File: src/rtl/uart_pkg.sv
// Shared UART definitions: transmit FSM states, baud arithmetic and frame width.
package uart_pkg;

  localparam int UART_DATA_BITS = 8;

  typedef enum logic [1:0] {
    IDLE      = 2'd0,
    START_BIT = 2'd1,
    DATA_BITS = 2'd2,
    STOP_BIT  = 2'd3
  } tx_state_t;

  // Clock cycles per line bit, truncated; the receive path uses the same value
  // so both ends agree on bit boundaries.
  function automatic int bit_period(input int clock_freq, input int baud);
    return clock_freq / baud;
  endfunction

endpackage

File: src/rtl/byte_fifo.sv
// Small synchronous byte FIFO with a first-word-fall-through head output.
module byte_fifo #(
  parameter int DEPTH = 4
) (
  input  logic                     clk,
  input  logic                     rst,
  input  logic                     i_push,
  input  logic                     i_pop,
  input  logic [7:0]               i_wdata,
  output logic [7:0]               o_rdata,
  output logic [$clog2(DEPTH):0]   o_count,
  output logic                     o_full,
  output logic                     o_empty
);

  localparam int PTR_W = $clog2(DEPTH);
  localparam int CNT_W = PTR_W + 1;

  logic [7:0]       r_mem [DEPTH];
  logic [PTR_W-1:0] r_wr_ptr;
  logic [PTR_W-1:0] r_rd_ptr;
  logic [CNT_W-1:0] r_count;
  logic             w_do_push;
  logic             w_do_pop;

  // A full FIFO refuses a push even when a pop lands on the same edge.
  assign o_full    = (r_count == CNT_W'(DEPTH));
  assign o_empty   = (r_count == '0);
  assign w_do_push = i_push && !o_full;
  assign w_do_pop  = i_pop && !o_empty;
  assign o_rdata   = r_mem[r_rd_ptr];
  assign o_count   = r_count;

  // Storage write; contents are only meaningful between pointers.
  // NOTE: the data array carries no reset -- the pointers and count define
  // validity, and leaving storage unreset lets it map onto plain RAM/flops.
  always_ff @(posedge clk) begin
    if (w_do_push) begin
      r_mem[r_wr_ptr] <= i_wdata;
    end
  end

  // Pointer and occupancy tracking; pointers wrap naturally at DEPTH.
  // NOTE: sequential state is always assigned with <= so every register
  // samples the pre-edge values of its neighbours.
  always_ff @(posedge clk) begin
    if (rst) begin
      r_wr_ptr <= '0;
      r_rd_ptr <= '0;
      r_count  <= '0;
    end else begin
      if (w_do_push) r_wr_ptr <= r_wr_ptr + PTR_W'(1);
      if (w_do_pop)  r_rd_ptr <= r_rd_ptr + PTR_W'(1);
      case ({w_do_push, w_do_pop})
        2'b10:   r_count <= r_count + CNT_W'(1);
        2'b01:   r_count <= r_count - CNT_W'(1);
        default: r_count <= r_count;
      endcase
    end
  end

endmodule

File: src/rtl/transmitter.sv
// 8N1 UART transmitter: handshake into a byte FIFO, then start/data/stop
// serialisation on a registered txd line with back-to-back frames.
module transmitter
  import uart_pkg::*;
#(
  parameter int BAUD       = 115200,
  parameter int CLOCK_FREQ = 25_500_000,
  parameter int FIFO_DEPTH = 4
) (
  input  logic                          clk,
  input  logic                          rst,
  input  logic [7:0]                    in_data,
  input  logic                          in_valid,
  output logic                          in_ready,
  output logic                          busy,
  output logic [$clog2(FIFO_DEPTH):0]   fifo_count,
  output logic                          txd
);

  localparam int BIT_PERIOD = bit_period(CLOCK_FREQ, BAUD);
  localparam int CNT_W      = (BIT_PERIOD > 1) ? $clog2(BIT_PERIOD) : 1;
  localparam logic [CNT_W-1:0] CNT_LAST = CNT_W'(BIT_PERIOD - 1);
  localparam logic [2:0]       IDX_LAST = 3'(UART_DATA_BITS - 1);

  tx_state_t        r_state;
  logic [CNT_W-1:0] r_baud_cnt;
  logic [2:0]       r_bit_idx;
  logic [7:0]       r_shift;
  logic             r_txd;

  logic             w_push;
  logic             w_pop;
  logic [7:0]       w_head;
  logic             w_full;
  logic             w_empty;
  logic             w_bit_end;

  assign in_ready  = !w_full;
  assign w_push    = in_valid && in_ready;
  assign w_bit_end = (r_baud_cnt == CNT_LAST);
  assign busy      = (r_state != IDLE) || !w_empty;
  assign txd       = r_txd;

  byte_fifo #(
    .DEPTH (FIFO_DEPTH)
  ) u_fifo (
    .clk     (clk),
    .rst     (rst),
    .i_push  (w_push),
    .i_pop   (w_pop),
    .i_wdata (in_data),
    .o_rdata (w_head),
    .o_count (fifo_count),
    .o_full  (w_full),
    .o_empty (w_empty)
  );

  // Pop the FIFO head exactly when the FSM starts a new frame.
  // NOTE: the default assignment up front keeps this block free of latches.
  always_comb begin
    w_pop = 1'b0;
    case (r_state)
      IDLE:     w_pop = !w_empty;
      STOP_BIT: w_pop = w_bit_end && !w_empty;
      default:  w_pop = 1'b0;
    endcase
  end

  // Frame sequencer, baud counter and registered line driver.
  always_ff @(posedge clk) begin
    if (rst) begin
      r_state    <= IDLE;
      r_baud_cnt <= '0;
      r_bit_idx  <= '0;
      r_shift    <= '0;
      r_txd      <= 1'b1;
    end else begin
      case (r_state)
        IDLE: begin
          r_txd      <= 1'b1;
          r_baud_cnt <= '0;
          if (!w_empty) begin
            r_shift <= w_head;
            r_txd   <= 1'b0;
            r_state <= START_BIT;
          end
        end

        START_BIT: begin
          if (w_bit_end) begin
            r_txd      <= r_shift[0];
            r_bit_idx  <= '0;
            r_baud_cnt <= '0;
            r_state    <= DATA_BITS;
          end else begin
            r_baud_cnt <= r_baud_cnt + CNT_W'(1);
          end
        end

        DATA_BITS: begin
          if (w_bit_end) begin
            r_baud_cnt <= '0;
            if (r_bit_idx == IDX_LAST) begin
              r_txd   <= 1'b1;
              r_state <= STOP_BIT;
            end else begin
              r_bit_idx <= r_bit_idx + 3'd1;
              r_txd     <= r_shift[r_bit_idx + 3'd1];
            end
          end else begin
            r_baud_cnt <= r_baud_cnt + CNT_W'(1);
          end
        end

        STOP_BIT: begin
          if (w_bit_end) begin
            r_baud_cnt <= '0;
            // Chain straight into the next start bit when data is waiting.
            if (!w_empty) begin
              r_shift <= w_head;
              r_txd   <= 1'b0;
              r_state <= START_BIT;
            end else begin
              r_state <= IDLE;
            end
          end else begin
            r_baud_cnt <= r_baud_cnt + CNT_W'(1);
          end
        end

        default: begin
          r_state    <= IDLE;
          r_txd      <= 1'b1;
          r_baud_cnt <= '0;
        end
      endcase
    end
  end

endmodule

File: config.mk
export PLATFORM = sky130hd
export DESIGN_NAME = transmitter
export DESIGN_NICKNAME = d
export VERILOG_FILES = /design/src/rtl/uart_pkg.sv /design/src/rtl/byte_fifo.sv /design/src/rtl/transmitter.sv
export SDC_FILE = /design/constraint.sdc
export NUM_CORES = 1
export LEC_CHECK = 0
export ABC_AREA = 1
export BUFFER_PORTS_ARGS = -buffer_cell sky130_fd_sc_hd__buf_4
export CORE_ASPECT_RATIO = 1.1
export CORE_MARGIN = 5
export CORE_UTILIZATION = 45
export DETAILED_ROUTE_END_ITERATION = 10
export PLACE_DENSITY = 0.72
export SLEW_MARGIN = 20
export SYNTH_ARGS = -nofsm -noshare
export SYNTH_HDL_FRONTEND = slang
export SYNTH_SLANG_ARGS = --single-unit
File: constraint.sdc
create_clock -name clk -period 2 [get_ports clk]
set_input_delay 0.4 -clock clk [delete_from_list [all_inputs] [get_ports clk]]
set_output_delay 0.4 -clock clk [all_outputs]
set_load 0.02 [all_outputs]
==> flow_summary.json <==
{
  "syn_to_final_growth_pct": 24.7,
  "wl_per_cell_um": 12.3,
  "register_area_mm2": 0.00159,
  "syn_area_mm2": 0.00276,
  "core_area_mm2": 0.00608,
  "synth_edf_count": 32,
  "fp.dieArea_mm2": 0.00781,
  "grt_pass1_wl_um": 8650,
  "min_period_over_period": 1.01,
  "clockBufferDepth": 2,
  "power_density_mw_per_mm2": 1310,
  "fin_cells": 417,
  "fin_area_mm2": 0.00344,
  "p_leak_nw": 1.35,
  "required_ns": 2.23,
  "p_sw_mw": 1.57,
  "holdWs_ns": 0.256,
  "vias": 2081,
  "postRouteAntennaNets": 0,
  "maxCapViolCount": 0,
  "clk_pin_slew_ns": 0.07,
  "p_comb_frac": 0.379,
  "fin_crit_ns": 2.02,
  "grt_busiest_layer": "met2",
  "ios": 17,
  "met2_usage": 0.235,
  "crit_type": "reg -> reg",
  "final_util": 0.566,
  "hpwl_um": 3350,
  "cp_max_fo": 2,
  "initial_core_util": 0.454,
  "use_met3": 0.0386,
  "finalSetupViolCount": 1,
  "multi_input_area_mm2": 0.00109,
  "cts_tree": "done",
  "end_kind": "register",
  "portBuffers": 16,
  "avgSynthCellArea_um2": 9.76,
  "dp.cells": 391,
  "cts_root_buf": "clkbuf_8",
  "antenna_found_initial": 0,
  "status": "finished with violations",
  "hold_violations": 0,
  "ir_worst_vdd_mv": 0.739,
  "clkPwrFrac": 0.249,
  "yosysWarnings": 0,
  "cts_buffers": 9,
  "grt.overflow.total": 0,
  "fp-row-count": 30,
  "worst_slack_ns": -0.0230,
  "ys_ff_latch": 63,
  "placed_cell_area_mm2": 0.00309,
  "synth_cell_types": 33,
  "globalplace.congestion": 0.831,
  "crit_arrival_ns": 2.25,
  "violations": "setup timing",
  "grt_pass1_vias": 1936,
  "first_pass_iters": 5,
  "slew_violations": 0,
  "antenna_cells": 0,
  "hold_path.class": "in -> reg",
  "viasPerCell": 4.99,
  "fp.dieW_um": 84.7,
  "drc": 0,
  "max_freq_ghz": 0.494,
  "intPower_mw": 2.93,
  "fin_skew_ns": 0.00675,
  "syn_inst": 283,
  "worstMarginPinSlew_ns": 0.479,
  "ys_async_sr_fraction": 0,
  "ys_seq_area_frac": 0.572,
  "swShare": 0.349,
  "fillers": 535,
  "totalWireLength_um": 5120,
  "met1_usage": 0.159,
  "critPathLaunchType": "register",
  "cts.sinks": 63,
  "drtIter0Drc": 89,
  "slew_headroom": 0.680,
  "sequentialPowerShare": 0.372,
  "clock_latency_ns": 0.34,
  "dieHeight_um": 92.2,
  "syn_nets": 308,
  "synthFlopType": "edfxtp_1",
  "grt_max_degree": 17,
  "grt_util_all_layers": 0.141,
  "drive_gt1_frac": 0.285,
  "rsz0062_at_grt": "true",
  "fin_nets": 357,
  "htree_levels": 3
}
-- layout make-up --
type / instances / area share
Inverter: 33 / 0.0360
Timing Repair Buffer: 45 / 0.0981
Tap cell: 80 / 0.0291
Multi-Input combinational cell: 180 / 0.317
Clock inverter: 7 / 0.0236
Clock buffer: 9 / 0.0360
Sequential cell: 63 / 0.461
-- worst max-delay path: stages, from the launching register on --
cell and delay, ns:
dfxtp_2 0.33, inv_2 0.06, ha_4 0.13, nand2_4 0.05
nor2_4 0.09, nand2_2 0.07, nand2_2 0.08, nand3_2 0.08
inv_2 0.09, ha_4 0.13, inv_2 0.04, fa_2 0.36
a21oi_2 0.18, o21ai_2 0.08, o21ai_1 0.11, a21oi_1 0.05
-- path summary, 6_finish.rpt --
check             cells past startpoint                        endpoint  slack [ns]                      start
setup / recovery                     15  u_fifo.o_count[2]$_SDFFE_PP0P_       -0.02   r_baud_cnt[1]$_SDFF_PP0_
hold / removal                        1    u_fifo.r_mem[3][1]$_DFFE_PP_        0.26                 in_data[1]
setup reg to reg                     15  u_fifo.o_count[2]$_SDFFE_PP0P_       -0.02   r_baud_cnt[1]$_SDFF_PP0_
hold reg to reg                       2       r_bit_idx[2]$_SDFFE_PP0P_        0.46  r_bit_idx[2]$_SDFFE_PP0P_
-- power groups by stage --
| stage | Clock, mW | Sequential, mW | Combinational, mW |
|---|---|---|---|
| after global routing | 1.22 | 1.70 | 1.92 |
| after global placement | 0 | 1.69 | 1.36 |
| after detailed placement | 0 | 1.70 | 1.38 |
| after CTS | 1.16 | 1.68 | 1.55 |
| after floorplan | 0 | 1.73 | 0.953 |
| final | 1.12 | 1.68 | 1.71 |
-- layer usage --
layer | up-vias | routed length, um | share of wire
met5 | - | 0 | 0
met4 | 0 | 115 | 0.022
met3 | 11 | 185 | 0.036
met2 | 30 | 2560 | 0.50
met1 | 976 | 2260 | 0.44
li1 | 1064 | - | -
-- cells in the mapped netlist, types with 3 or more instances --
cell type	number	area (um^2)
clkbuf_1	4	15.0
inv_2	3	11.3
nand2_1	28	105
nor2_1	44	165
edfxtp_1	32	961
nor3_1	4	20.0
a211oi_1	3	22.5
inv_1	30	113
dfxtp_1	31	621
nand3_1	10	50.1
o21ai_0	33	165
a21oi_1	16	80.1
a31oi_1	6	37.5
ha_1	13	163
-- registers in the layout (all words and copies together), names as in the netlist, named ones only --
name             count
u_fifo.r_rd_ptr      2
r_shift              8
r_baud_cnt           8
u_fifo.r_mem        32
u_fifo.o_count       3
u_fifo.r_wr_ptr      2
txd                  1
r_bit_idx            3
r_state              2
-- metrics by stage --
step / setup TNS [ns] / power (mW) / setup WS (ns)
after floorplan: 0 / 2.68 / 0.00655
after global placement: 0 / 3.06 / 0.0166
after detailed placement: -0.0365 / 3.08 / -0.0365
after CTS: 0 / 4.38 / 0.00477
after global routing: -0.172 / 4.85 / -0.172
final: -0.0230 / 4.51 / -0.0230
-- cell families after synthesis --
logic type,after synthesis,share of synthesized area
fa+ha+maj,14,0.0661
xor+xnor,1,0.00317
flops,63,0.572
compound gates,67,0.144
simple gates,98,0.156
buf+inv,40,0.0580
-- placed cells by master, fill, tap and decap left out, types with 4 or more instances in the layout --
cell type,count
a21oi_1,15
a31oi_1,6
buf_4,45
clkbuf_8,9
dfxtp_1,27
dfxtp_2,4
edfxtp_1,32
ha_1,10
inv_1,24
inv_2,9
nand2_1,25
nand2_2,4
nand3_1,9
nor2_1,44
nor3_1,4
o21ai_0,31
-- timing repair --
| action | CTS | global route |
|---|---|---|
| cloned | 0 | 0 |
| hold buffers | 0 | 0 |
| resized for setup | 12 | 8 |
| buffers inserted | 4 | 6 |
| setup endpoints to repair | 1 | 7 |
| pin swaps | 7 | 7 |
Power figures use the tool's default switching activity.
